## src/rtl/sd_modulator_core.sv

```systemverilog
// First-order sigma-delta (PDM) modulator core.
// Latches value[DATA_WIDTH-1:0] at each frame start and emits 2^DATA_WIDTH
// bits, one every CLK_DIV aclk cycles. Each frame carries exactly the latched
// count of ones.
module sd_modulator_core #(
  parameter int unsigned DATA_WIDTH = 8,
  parameter int unsigned CLK_DIV    = 4
) (
  input  logic        aclk,
  input  logic        aresetn,
  input  logic        enable,
  input  logic [31:0] value,
  output logic        pdm_out,
  output logic        pdm_tick,
  output logic        frame_start,
  output logic        busy
);

  localparam int unsigned DIV_W = (CLK_DIV > 1) ? $clog2(CLK_DIV) : 1;
  localparam logic [DIV_W-1:0] DIV_LAST = DIV_W'(CLK_DIV - 1);

  typedef enum logic [1:0] {IDLE, RUN, DRAIN} state_t;

  state_t                state, state_n;
  logic [DATA_WIDTH-1:0] acc, acc_n;
  logic [DATA_WIDTH-1:0] x_reg, x_reg_n;
  logic [DATA_WIDTH-1:0] bit_cnt, bit_cnt_n;
  logic [DIV_W-1:0]      div_cnt, div_cnt_n;
  logic                  pdm_out_n, pdm_tick_n, frame_start_n;

  logic [DATA_WIDTH-1:0] x_in;
  logic [DATA_WIDTH:0]   step_sum;
  logic [DATA_WIDTH:0]   start_sum;
  logic                  boundary, frame_end, start;
  logic                  unused_value_hi;

  assign x_in            = value[DATA_WIDTH-1:0];
  assign unused_value_hi = ^value[31:DATA_WIDTH];

  // acc is zero at every frame start, so the first step only needs x.
  assign start_sum = {1'b0, x_in};
  assign step_sum  = {1'b0, acc} + {1'b0, x_reg};
  assign boundary  = (state != IDLE) && (div_cnt == DIV_LAST);
  assign frame_end = boundary && (bit_cnt == '1);
  assign start     = ((state == IDLE) && enable) || (frame_end && (state == RUN));
  assign busy      = (state != IDLE);

  // Next-state and datapath: frame start, bit step, divider count, drain exit.
  always_comb begin
    state_n       = state;
    acc_n         = acc;
    x_reg_n       = x_reg;
    bit_cnt_n     = bit_cnt;
    div_cnt_n     = div_cnt;
    pdm_out_n     = pdm_out;
    pdm_tick_n    = 1'b0;
    frame_start_n = 1'b0;

    if (start) begin
      x_reg_n       = x_in;
      acc_n         = start_sum[DATA_WIDTH-1:0];
      pdm_out_n     = start_sum[DATA_WIDTH];
      pdm_tick_n    = 1'b1;
      frame_start_n = 1'b1;
      div_cnt_n     = '0;
      bit_cnt_n     = '0;
      state_n       = RUN;
    end else if (state != IDLE) begin
      if (!boundary) begin
        div_cnt_n = div_cnt + 1'b1;
      end else if (!frame_end) begin
        acc_n      = step_sum[DATA_WIDTH-1:0];
        pdm_out_n  = step_sum[DATA_WIDTH];
        pdm_tick_n = 1'b1;
        bit_cnt_n  = bit_cnt + 1'b1;
        div_cnt_n  = '0;
      end else begin
        // Frame end while draining: park the line low and go idle.
        state_n   = IDLE;
        pdm_out_n = 1'b0;
        acc_n     = '0;
        div_cnt_n = '0;
        bit_cnt_n = '0;
      end
      // On a frame-end edge the held state already decided the action;
      // an enable change is picked up on the following edge instead.
      if (!frame_end) begin
        if ((state == RUN) && !enable)
          state_n = DRAIN;
        else if ((state == DRAIN) && enable)
          state_n = RUN;
      end
    end
  end

  // State and output registers with asynchronous active-low clear.
  always_ff @(posedge aclk or negedge aresetn) begin
    if (!aresetn) begin
      state       <= IDLE;
      acc         <= '0;
      x_reg       <= '0;
      bit_cnt     <= '0;
      div_cnt     <= '0;
      pdm_out     <= 1'b0;
      pdm_tick    <= 1'b0;
      frame_start <= 1'b0;
    end else begin
      state       <= state_n;
      acc         <= acc_n;
      x_reg       <= x_reg_n;
      bit_cnt     <= bit_cnt_n;
      div_cnt     <= div_cnt_n;
      pdm_out     <= pdm_out_n;
      pdm_tick    <= pdm_tick_n;
      frame_start <= frame_start_n;
    end
  end

endmodule

```

## config.mk

```make
export PLATFORM = sky130hd
export DESIGN_NAME = sd_modulator_core
export DESIGN_NICKNAME = d
export VERILOG_FILES = /design/src/rtl/sd_modulator_core.sv
export SDC_FILE = /design/constraint.sdc
export NUM_CORES = 1
export LEC_CHECK = 0
export BUFFER_PORTS_ARGS = -buffer_cell sky130_fd_sc_hd__buf_4
export CELL_PAD_IN_SITES_DETAIL_PLACEMENT = 0
export CELL_PAD_IN_SITES_GLOBAL_PLACEMENT = 1
export CORE_ASPECT_RATIO = 2
export CORE_UTILIZATION = 37
export DETAILED_ROUTE_END_ITERATION = 12
export PLACE_DENSITY_LB_ADDON = 0.1
export SLEW_MARGIN = 30
export SYNTH_ARGS = -nofsm -noshare
export SYNTH_HDL_FRONTEND = slang
export SYNTH_SLANG_ARGS = --single-unit
export TNS_END_PERCENT = 100
```

## constraint.sdc

```tcl
create_clock -name aclk -period 2 [get_ports aclk]
set_clock_uncertainty 0.2 [all_clocks]
set_input_delay 0.6 -clock aclk [delete_from_list [all_inputs] [get_ports aclk]]
set_output_delay 0.6 -clock aclk [all_outputs]
set_load 0.01 [all_outputs]
```

==> metrics.md <==
| Metric | Value |
|---|---|
| Hold WC Path Type | input pin to async pin |
| H-tree levels | 2 |
| CP Max Fanout | 2 |
| Critical path endpoint category | flip-flop |
| CORE AREA | 4642 µm² |
| DRC viols | 0 |
| Insertion delay to the later sink of the worst-skew pair | 0.29 ns |
| Worst Tran Pin Value | about 0.4 ns |
| CP Class | flip-flop to flip-flop |
| Row count | 35 |
| Mapped Area | 1817 µm² |
| Placed inst area | ~2200 µm² |
| Remaining antenna violation count | 0 |
| Worst VDD drop | slightly above 800 µV |
| Syn Nets | 224 |
| Clock Path Buffers | 2 |
| Clk slew on worst S/H paths | around 0.070 ns |
| Initial DRT Pass Iterations | 4 |
| Final hold violation count | 0 |
| Ratio of cells with drive above 1 in the final layout | 36.52% |
| Final Max Tran Viols | 0 |
| First-pass GRT wire length | between 7000 and 8000 µm |
| # diodes | 0 |
| Die Area | 5211 µm² |
| Setup TNS | -0.1163 ns |
| Placed insts | 269 |
| Routability Congestion | 0.8237 |
| WP data arrival | 2.13 ns |
| Main synth FF type | dfrtp_1 |
| Finished layout cell area | about 2400 µm² |
| Drt via density | 5.604 |
| Initial DRC Count | 25 |
| CP required | slightly above 2 ns |
| DR WL/cell | 17.27 µm |
| Remaining global-route overflow | 0 |
| IO buf count | 14 |
| DRT Wirelength | 4922 µm |
| Area of the multi-input gates | 1055 µm² |
| RSZ-0062 raised after global routing | yes |
| Seq/Total Area, Yosys | 42.70% |
| Setup Viol. Count Final | 2 |
| Syn Inst Count | 178 |
| Sink Count | 31 |
| All-Layer GR Usage | a little over a fifth |
| FILL cells | 454 |
| Max-slew headroom | 73.24% |
| Synth Area per Inst | 10.21 µm² |
| CP Launch Type | flip-flop |
| HPWL after DPL | 3549 µm |
| Register area | 778.2 µm² |
| Area delta synth->final | 33.88% |
| Number of global-route vias before repair | 1689 |
| TritonCTS buffer count | 5 |
| Clock period minus worst slack | about 2.1 ns |
| Layout Cells excl Fill | 285 |
| YS warnings | 0 |
| Maximum clock rate | ~480 MHz |
| Pleak | 1.107 nW |
| Outcome | complete, but fails checks |
| PwrDens | 1230 nW/µm² |
| Max cap viols | 0 |
| Worst slack, placed | -0.2079 ns |
| Yosys cell types | 50 |
| Die width | 51.55 µm |
| Via count | 1597 |
| Initial antenna violation count | 0 |
| Failing checks | setup timing |
| Initial Util | 39.14% |
| Yosys reg bits | 31 |
| CTS tree | done |
| EDFF count, synth | 0 |
| Cts hold-fix bufs | 0 |
| Slack of the critical path | -0.09862 ns |
| Top-Level Pins | 39 |
| Ys async rst share | 100.0% |
| Ratio of final minimum period to clock period | 104.9% |
| Root buf cell | clkbuf_8 |
| Layout Nets | 275 |
| Pin count of the biggest net entering global routing | 32 |
| Die Height | 101.1 µm |
[kinds of logic after synthesis]
kind of cell	share of synthesized area, %
xor+xnor	3.375
fa+ha+maj	7.989
simple gates	15.36
compound gates	22.93
buf+inv	4.545
flops	42.70
mux	3.099
[report_power, final]
group	total, mW	switching, mW	internal [mW]
clock	0.650	0.248	0.403
combinational	1.34	0.627	0.716
sequential	0.997	0.163	0.834
[what timing repair did]
action,4_1_cts,5_1_grt
buffers inserted,4,3
resized for setup,8,15
endpoints found under the setup margin,9,15
cloned,0,1
pin swaps,10,7
[through the flow]
step	hold slack, ns	total power [mW]	util (%)
after global routing	0.08023	3.203	52.40
after floorplan	0.1044	1.774	-
after global placement	0.2840	2.184	47.12
final	0.04039	2.991	52.40
after detailed placement	0.2969	2.230	47.12
after CTS	0.05573	2.932	50.75
[cells in the mapped netlist (all sizes together), types with 4 or more instances]
master / instances / share of area (%)
ha: 10 / 6.9
nand2: 11 / 2.3
mux2: 5 / 3.1
nand3: 6 / 1.7
nor2: 14 / 2.9
o21ai: 17 / 4.9
dfrtp: 31 / 43
inv: 8 / 1.7
a211oi: 4 / 1.7
buf: 4 / 2.3
xnor2: 4 / 1.9
o211ai: 6 / 2.5
[placed cells by master, fill, tap and decap left out, types with 4 or more instances in the layout]
cell / Yosys / final
nor2_1: 14 / 12
dfrtp_1: 31 / 29
o21ai_0: 16 / 13
nand3_1: 6 / 5
buf_4: 1 / 48
clkbuf_8: 0 / 6
o211ai_1: 6 / 6
ha_1: 10 / 7
mux2_4: 0 / 4
nand2_1: 11 / 11
inv_1: 8 / 8
[critical path, stage by stage, from the launching register on]
cell and delay (ns):
dfrtp_1 0.38, ha_2 0.20, fa_2 0.36, a211oi_2 0.23
nor2_1 0.09, or4b_4 0.50, nand3_2 0.08
[final timing paths]
kind	from	to	slack, ns	depth (start not counted)
worst max-delay path	acc[0]	acc[4]	-0.1	6
worst min-delay path	aresetn	bit_cnt[6]	0.04	1
worst max register to register	acc[0]	acc[4]	-0.1	6
worst min register to register	acc[4]	acc[4]	0.33	2
max in group asynchronous	aresetn	state[0]	1.25	1
min in group aclk	value[0]	acc[0]	0.32	2
[final cells by class]
| type | instances | area share (%) |
|---|---|---|
| clock buffers | 6 | 3.395 |
| repair buffers | 50 | 15.74 |
| flip-flops and latches | 31 | 32.00 |
| well taps | 55 | 2.829 |
| multi-input cells | 133 | 43.36 |
| clock inverters | 2 | 1.440 |
| inverters | 8 | 1.235 |
[layer usage]
metal | up-vias | global-route usage, % | part of all wire [%]
met5 | - | 0 | 0
met4 | 0 | 7.484 | 2.4
met3 | 9 | 2.866 | 2.4
met2 | 23 | 39.16 | 58
met1 | 792 | 22.63 | 37
li1 | 773 | - | -
No activity file was read; power rests on OpenSTA's default activity.
